===== config.mk =====
export PLATFORM = sky130hd
export DESIGN_NAME = controle_elevador
export DESIGN_NICKNAME = d
export VERILOG_FILES = /design/src/rtl/controle_elevador_pkg.sv /design/src/rtl/controle_elevador_temporizador.sv /design/src/rtl/controle_elevador.sv
export SDC_FILE = /design/constraint.sdc
export NUM_CORES = 1
export LEC_CHECK = 0
export CAP_MARGIN = 20
export CORE_MARGIN = 3
export CORE_UTILIZATION = 60
export CTS_BUF_LIST = sky130_fd_sc_hd__clkbuf_8
export CTS_CLUSTER_SIZE = 30
export DETAILED_ROUTE_END_ITERATION = 10
export HOLD_SLACK_MARGIN = 0.03
export PLACE_DENSITY = 0.95
export SYNTH_ARGS = -nofsm -noshare
export SYNTH_HDL_FRONTEND = slang
export SYNTH_SLANG_ARGS = --single-unit

===== constraint.sdc =====
create_clock -name clk -period 4 [get_ports clk]
set_input_delay 0.8 -clock clk [delete_from_list [all_inputs] [get_ports clk]]
set_output_delay 0.8 -clock clk [all_outputs]
set_load 0.05 [all_outputs]

===== src/rtl/controle_elevador_pkg.sv =====
// Shared definitions for the elevator controller: FSM states, travel
// direction and number of floors served by the car.
package controle_elevador_pkg;

  localparam int N_ANDARES = 4;

  typedef enum logic [1:0] {
    PARADO   = 2'd0,
    SUBINDO  = 2'd1,
    DESCENDO = 2'd2,
    PORTA    = 2'd3
  } estado_t;

  typedef enum logic {
    DIR_UP   = 1'b0,
    DIR_DOWN = 1'b1
  } dir_t;

endpackage


===== src/rtl/controle_elevador_temporizador.sv =====
// Shared travel/door timer: counts up while enabled, clears synchronously,
// and flags when the count matches the compare value chosen by the FSM.
module temporizador_elevador #(
  parameter int W_CONT = 5
) (
  input  logic              clk,
  input  logic              reset,
  input  logic              clr,
  input  logic              en,
  input  logic [W_CONT-1:0] limite,
  output logic              fim
);

  logic [W_CONT-1:0] contagem;

  // Counter register: clear has priority over counting.
  always_ff @(posedge clk or posedge reset) begin
    if (reset)    contagem <= '0;
    else if (clr) contagem <= '0;
    else if (en)  contagem <= contagem + 1'b1;
  end

  assign fim = (contagem == limite);

endmodule


===== src/rtl/controle_elevador.sv =====
// 4-floor elevator car sequencer with SCAN scheduling: latches calls,
// moves one floor per T_ANDAR cycles and holds the door for T_PORTA cycles.
module controle_elevador
  import controle_elevador_pkg::*;
#(
  parameter int T_ANDAR = 8,
  parameter int T_PORTA = 16,
  parameter int W_CONT  = 5
) (
  input  logic       clk,
  input  logic       reset,
  input  logic [3:0] chamada,
  output logic [1:0] andar,
  output logic       subindo,
  output logic       descendo,
  output logic       porta_aberta,
  output logic [3:0] pendentes
);

  localparam logic [W_CONT-1:0] LIM_ANDAR = W_CONT'(T_ANDAR - 1);
  localparam logic [W_CONT-1:0] LIM_PORTA = W_CONT'(T_PORTA - 1);

  estado_t    estado, proxEstado;
  dir_t       dir, proxDir;
  logic [1:0] proxAndar, andarSeg;
  logic [3:0] req, proxPend;
  logic       tmrClr, tmrEn, tmrFim;
  logic [W_CONT-1:0] tmrLimite;

  // True when any requested floor lies strictly above f.
  function automatic logic haAcima(input logic [1:0] f, input logic [3:0] r);
    logic a;
    a = 1'b0;
    for (int k = 0; k < N_ANDARES; k++)
      if (k > int'(f) && r[k]) a = 1'b1;
    return a;
  endfunction

  // True when any requested floor lies strictly below f.
  function automatic logic haAbaixo(input logic [1:0] f, input logic [3:0] r);
    logic b;
    b = 1'b0;
    for (int k = 0; k < N_ANDARES; k++)
      if (k < int'(f) && r[k]) b = 1'b1;
    return b;
  endfunction

  // Decisions see calls arriving this cycle as well as latched ones.
  assign req       = pendentes | chamada;
  assign andarSeg  = (estado == DESCENDO) ? andar - 2'd1 : andar + 2'd1;
  assign tmrLimite = (estado == PORTA) ? LIM_PORTA : LIM_ANDAR;

  temporizador_elevador #(.W_CONT(W_CONT)) uTemporizador (
    .clk    (clk),
    .reset  (reset),
    .clr    (tmrClr),
    .en     (tmrEn),
    .limite (tmrLimite),
    .fim    (tmrFim)
  );

  // Next-state, floor, direction, call latch and timer control.
  always_comb begin
    proxEstado = estado;
    proxAndar  = andar;
    proxDir    = dir;
    proxPend   = req;
    tmrClr     = 1'b0;
    tmrEn      = 1'b0;
    case (estado)
      PARADO: begin
        tmrClr = 1'b1;
        if (req[andar]) begin
          proxEstado      = PORTA;
          proxPend[andar] = 1'b0;
        end else if (haAcima(andar, req) && haAbaixo(andar, req)) begin
          proxEstado = (dir == DIR_UP) ? SUBINDO : DESCENDO;
        end else if (haAcima(andar, req)) begin
          proxEstado = SUBINDO;
          proxDir    = DIR_UP;
        end else if (haAbaixo(andar, req)) begin
          proxEstado = DESCENDO;
          proxDir    = DIR_DOWN;
        end
      end
      SUBINDO, DESCENDO: begin
        if (tmrFim) begin
          // Arrival edge: the car reaches andarSeg and decides what to do there.
          tmrClr    = 1'b1;
          proxAndar = andarSeg;
          if (req[andarSeg]) begin
            proxEstado         = PORTA;
            proxPend[andarSeg] = 1'b0;
          end else if ((estado == SUBINDO)  && haAcima(andarSeg, req)) begin
            proxEstado = SUBINDO;
          end else if ((estado == DESCENDO) && haAbaixo(andarSeg, req)) begin
            proxEstado = DESCENDO;
          end else begin
            proxEstado = PARADO;
          end
        end else begin
          tmrEn = 1'b1;
        end
      end
      PORTA: begin
        // A call for this floor while the door is open is absorbed and
        // keeps the door open for a fresh full period.
        proxPend[andar] = 1'b0;
        if (chamada[andar]) begin
          tmrClr = 1'b1;
        end else if (tmrFim) begin
          tmrClr     = 1'b1;
          proxEstado = PARADO;
        end else begin
          tmrEn = 1'b1;
        end
      end
      default: begin
        proxEstado = PARADO;
        tmrClr     = 1'b1;
      end
    endcase
  end

  // Controller state registers; reset abandons any travel or door period.
  always_ff @(posedge clk or posedge reset) begin
    if (reset) begin
      estado    <= PARADO;
      andar     <= 2'd0;
      dir       <= DIR_UP;
      pendentes <= 4'b0000;
    end else begin
      estado    <= proxEstado;
      andar     <= proxAndar;
      dir       <= proxDir;
      pendentes <= proxPend;
    end
  end

  assign subindo      = (estado == SUBINDO);
  assign descendo     = (estado == DESCENDO);
  assign porta_aberta = (estado == PORTA);

endmodule


; ---- Word-level counts from Yosys, hierarchy flattened
; Cells that the tools add are included.
[totals]
output_inout_bits = 9
regBits = 14
wordCells = 131
in_bits = 6
[classes]
reduce_logical = 24
add_sub_neg = 3
n_eq_ne = 8
n_lt_le_gt_ge = 16
bitwise = 7
muxes = 68
[ops]
columns = cell, n
row1 = $mux W1, 41
row2 = $mux W2, 12
row3 = $logic_and A1 B1 Y1, 17
row4 = $mux W4, 4
row5 = $pmux W4 S3, 1
row6 = $mux W5, 2
row7 = $and A4 B4 Y4, 2
row8 = $gt A2 B2 Y1 const A, 4
row9 = $lt A1 B2 Y1 const A, 4
row10 = $not A4 Y4, 2
row11 = $reduce_and A4 Y1, 2
row12 = $bmux W1 S2, 3
row13 = $lt A2 B3 Y1 const B, 2
row14 = $pmux W2 S3, 1
row15 = $add A5 B1 Y5 const B, 1
row16 = $eq A5 B4 Y1, 1
row17 = $ne A5 B5 Y1 const B, 1
row18 = $demux W1 S2, 2
row19 = $eq A2 B2 Y1 const B, 2
row20 = $ge A2 B1 Y1 const B, 2
row21 = $gt A1 B2 Y1 const A, 2
row22 = $lt A2 B2 Y1 const A, 2
row23 = $ne A2 B2 Y1 const B, 2
row24 = $or A4 B4 Y4, 1
row25 = other kinds (11), 13

; ---- Longest topological paths before layout
[logic_depth]
depth_word = 21
mapped_depth = 8
ltp_nobuf = 7

; ---- By module
; From an unflattened synthesis, not the netlist that was laid out.
[hier_totals]
hier_cells = 145
hier_area_um2 = 1261.2
[modules_own_cells]
columns = mod, area_each_um2, cells_each, seq_area_each_um2, n_inst
row1 = controle_elevador, 985.9, 118, 225.2, 1
row2 = temporizador_elevador, 275.3, 27, 125.1, 1

; ---- Worst setup path after synthesis
; Ideal clock, no wire load.
[synth_timing]
path_kind = register to register
from = reg andar[0]
to = reg estado[0]
synth_period_minus_slack_ps = 2781
path_stages_with_launch = 7
setup_ps = 79
path_slack_ps = 1219
path_buffers = 0
arrival_time_ps = 2702
required_time_ps = 3921
cell_sequence = dfrtp_1 -> inv_1 -> ha_1 -> xnor2_1 -> mux4_2 -> a31o_2 -> a2bb2oi_1
[synth_via]
elab_chain_cells = 15
word_cells_on_any_way = 62
classes_between = add/sub: 2 / order compare: 9 / eq/ne: 2 / mux: 37 / reduce/logical: 12
[synth_lines]
columns = element, line_no
row1 = "start, declared", controle_elevador.sv:13  ; output logic [1:0] andar,
row2 = "start signal, assigned", controle_elevador.sv:134  ; andar <= proxAndar;
row3 = $add A2 B1 Y2 or $sub A2 B1 Y2 (tied branches), controle_elevador.sv:50  ; assign andarSeg = (estado == DESCENDO) ? andar - 2'd1 : andar + 2'd1;
row4 = $mux W2, controle_elevador.sv:50
row5 = $gt A1 B2 Y1, controle_elevador.sv:35  ; if (k > int'(f) && r[k]) a = 1'b1;
row6 = $logic_and A1 B1 Y1, controle_elevador.sv:35
row7 = $mux W1 (3 in a row), controle_elevador.sv:35
row8 = $mux W1, controle_elevador.sv:91  ; if (req[andarSeg]) begin
row9 = $mux W1, controle_elevador.sv:87  ; if (tmrFim) begin
row10 = $mux W1, controle_elevador.sv:70  ; case (estado)
row11 = $logic_and A1 B1 Y1, controle_elevador.sv:94  ; end else if ((estado == SUBINDO) && haAcima(andarSeg, req)) begin
row12 = $mux W2, controle_elevador.sv:94
row13 = $mux W2, controle_elevador.sv:91
row14 = $mux W2, controle_elevador.sv:87
row15 = $pmux W2 S3, controle_elevador.sv:70
row16 = "end signal, assigned", controle_elevador.sv:133  ; estado <= proxEstado;
row17 = "end, declared", controle_elevador.sv:23  ; estado_t estado, proxEstado;
; Several ways; a longest one is shown, not always the timed one. The select of a mux whose other input is x is not followed.
; A chain may end at the register's enable or synchronous reset.

; ---- Worst setup path after layout
[layout_timing]
from = reg andar[0]
to = reg estado[1]
[layout_via]
elab_chain_cells = 17
word_cells_on_any_way = 77
classes_between = add/sub: 2 / order compare: 12 / eq/ne: 2 / mux: 45 / reduce/logical: 16
[layout_lines]
columns = element, line_no
row1 = $add A2 B1 Y2 or $sub A2 B1 Y2 (tied branches), controle_elevador.sv:50
row2 = $mux W2, controle_elevador.sv:50
row3 = $lt A1 B2 Y1, controle_elevador.sv:44  ; if (k < int'(f) && r[k]) b = 1'b1;
row4 = $logic_and A1 B1 Y1, controle_elevador.sv:44
row5 = $mux W1 (3 in a row), controle_elevador.sv:44
row6 = $mux W1, controle_elevador.sv:94
row7 = $mux W1, controle_elevador.sv:91
row8 = $mux W1, controle_elevador.sv:87
row9 = $mux W1, controle_elevador.sv:70
row10 = $logic_and A1 B1 Y1, controle_elevador.sv:96  ; end else if ((estado == DESCENDO) && haAbaixo(andarSeg, req)) begin
row11 = $mux W2, controle_elevador.sv:96
row12 = $mux W2, controle_elevador.sv:94
row13 = $mux W2, controle_elevador.sv:91
row14 = $mux W2, controle_elevador.sv:87
row15 = $pmux W2 S3, controle_elevador.sv:70
; Several ways; a longest one is shown, not always the timed one. The select of a mux whose other input is x is not followed.

==> impl_results.md <==
* Status: finished clean
* Sequential-to-total area share from yosys stat at between 20% and 30%
* Critical Path Max Stage Delay at 650 ps
* Antenna cells at 0
* Placed Cells at 173
* Distinct cells, synth at 42
* DR vias/cell at 6.87
* CP max FO at 11
* Xor/xnor share of the synthesized area at under 10%
* I/O Buffers at 14
* Yosys Warn Count at 0
* Clk_lat worst skew at between 200 and 300 ps
* Max Cap Violations at 0
* Worst vdd ir at about 640 uV
* Final hold slack at approximately 530 ps
* Gr usage total at a little under a third
* DRT Pass-1 Iters at 6
* GR Overflow Total at 0
* Via count at around 1200
* Post-route clock period utilization at about 73%
* Final non-filler cell total at 177
* Core ar. at approximately 1800 um^2
* Drt initial violations at 95
* Synth-to-Final Area Change at 17.4%
* Gpl congestion at 0.939
* Crit end category: flop
* CP startpoint kind: flop
* Final Setup Violations at 0
* Die height at around 50 um
* Area of the die at about 2600 um^2
* Main combinational cell family by area after synthesis: compound AO/OA/AOI/OAI gates
* Worst-path clk slew at approximately 70 ps
* Syn Inst Count at 137
* Die width at a little over 50 um
* Worst R2R Start: andar[0]
* Tmin final at 2920 ps
* Mux cell area share after synthesis at between 10% and 20%
* DR WL/cell at just under 20 um
* Layout Nets at around 170
* Post-synthesis simple-gate area fraction at roughly a fifth
* Sink Count at 14
* Initial antenna violation count at 0
* Worst EP arrival at slightly above 3000 ps
* Critical path class: reg2reg
* Layout cells sized above 1 at between 10 and 15%
* Max Clock Freq at 0.342 GHz
* Flops & latches, synth at 14
* Final hold vios at 0
* Top delay family on crit path: XOR/XNOR gates
* Slew headroom at between 40 and 50%
* Htree depth at 1
* Worst Clk Skew at between 10 and 15 ps
* Vias in the first global route at approximately 1300
* Slowest cell on crit path: xnor2_1
* Static Leakage at approximately 0.63 nW
* Worst hold start: dir
* Total wire length at 3460 um
* Filler cells at 125
* Final setup margin at 1080 ps
* PostCTS Resize Cnt at 0
* Synth Area in Compound Gates at between 10% and 20%
* DRC Markers at 0
* Critical-path cell list: inv_1 > ha_1 > xnor2_1 > nor4_1 > o311ai_0 > o221ai_1 > mux2_2
* Dpl hpwl at 2570 um
* Hold crit path type: reg2reg
* RSZ-0062 raised after global routing: no
* Clk buf depth at 2
* Number of hold buffers added after CTS at 0
* Crit path from: andar[0]
* Synthesized area at about 1200 um^2
* First-pass GRT wire length at about 6000 um
* Avg Cell Area, Syn at around 8.9 um^2
* Initial Utilization at 67.3%
* Site Rows at 15
* Final max-slew violation count at 0
* # IOs at 15
* Post-synthesis net count at around 160
* Setup bufs post-CTS at 0
* Routed Antenna Nets at 0
* Worst-Margin Slew at approximately 860 ps
* WP data required at between 4000 and 5000 ps
* CTS Buf Count at 3
* Area share of fa/ha/maj cells after synthesis at a little over an eighth
* Largest net degree at the start of global routing at 15
* CTS tree: built
* Pre-CTS setup slack at ~900 ps
* Setup TNS at 0 ps
* Tot Pwr at ~1.3 mW
* Clock root cell: clkbuf_8
* P per Cell Area at 920 nW/um^2
* Critical path buffers and inverters at 1
## synth_stat cells
library cell	n	share of area (%)
or2_2	5	2.6
o32ai_1	2	1.4
nor4_1	1	0.51
nand3_1	4	1.6
a21oi_1	6	2.5
ha_1	13	13
o22a_1	1	0.72
o311ai_0	1	0.72
clkbuf_1	1	0.31
mux4_2	4	7.4
or2_0	1	0.51
inv_1	10	3.1
nor2b_1	1	0.51
nor3_2	1	0.82
or3_1	1	0.51
a21oi_2	1	0.72
nand2_1	12	3.7
o22ai_1	1	0.51
nand2b_1	2	1.0
a2bb2oi_1	1	0.72
mux2i_1	2	1.6
a31o_2	1	0.72
and2b_2	1	0.72
a221oi_1	1	0.72
xnor2_1	2	1.4
o221a_2	1	0.92
mux2_2	2	1.8
o21a_1	1	0.61
xor2_1	3	2.1
o31ai_1	1	0.61
clkbuf_2	1	0.41
o21bai_1	1	0.61
and3_1	1	0.51
nor3_1	3	1.2
a222oi_1	3	2.5
buf_2	1	0.41
nor2_1	18	5.5
o221ai_1	1	0.72
o211ai_1	1	0.61
o41ai_2	1	1.3
dfrtp_1	14	29
o21ai_0	8	3.3
## state kept, by name (all words and copies together), names as in the netlist
register / flops
andar: 2
uTemporizador.contagem: 5
dir: 1
pendentes: 4
estado: 2
## cell usage in the layout, fill, tap and decap left out, types with 4 or more instances in the layout
cell,count
nor2_1,18
dfrtp_1,14
clkdlybuf4s50_1,14
ha_1,13
nand2_1,12
inv_1,10
o21ai_0,8
a21oi_1,6
or2_2,5
mux4_2,4
nand3_1,4
clkbuf_8,4
## area by class of cell
cell class                      instances  area [um^2]  area share, %
Tap cell                               25         31.3           2.18
Multi-Input combinational cell        110          823           57.3
Inverter                               10         37.5           2.61
Timing Repair Buffer                   14          140           9.75
Sequential cell                        14          350           24.4
Clock buffer                            4         55.1           3.83
## final timing paths
check	endpoint	slack, ps	depth (start not counted)
worst max-delay path	estado[1]	1080	7
worst min-delay path	dir	530	1
worst max register to register	estado[1]	1080	7
worst min register to register	dir	530	1
max in group asynchronous	pendentes[1]	2710	2
min in group asynchronous	andar[1]	910	2
## layer usage
metal / up-vias / GRT usage [%] / wire, um
met2: 86 / 49.6 / 1620
met1: 566 / 38.1 / 1220
li1: 524 / - / -
met5: - / 0 / 0
met3: 40 / 7.00 / 370
met4: 0 / 13.0 / 249
## report_power, final
group          switching, mW  internal [mW]
clock                 0.0558         0.0873
sequential            0.0633          0.196
combinational          0.575          0.346
## per-stage QoR
step	cell area (um^2)	util, %
after floorplan	1220	-
after global placement	1380	75.9
after detailed placement	1380	75.9
after CTS	1440	79.0
after global routing	1440	79.0
final	1440	79.0
## kinds of logic after synthesis
family                     after synthesis
and+or+nand+nor                         51
AOI/OAI and AO/OA                       33
DFF                                     14
buffers and inverters                   13
adders and majority gates               13
muxes                                    8
xor gates and xnor gates                 5
No activity file was read; power rests on OpenSTA's default activity.
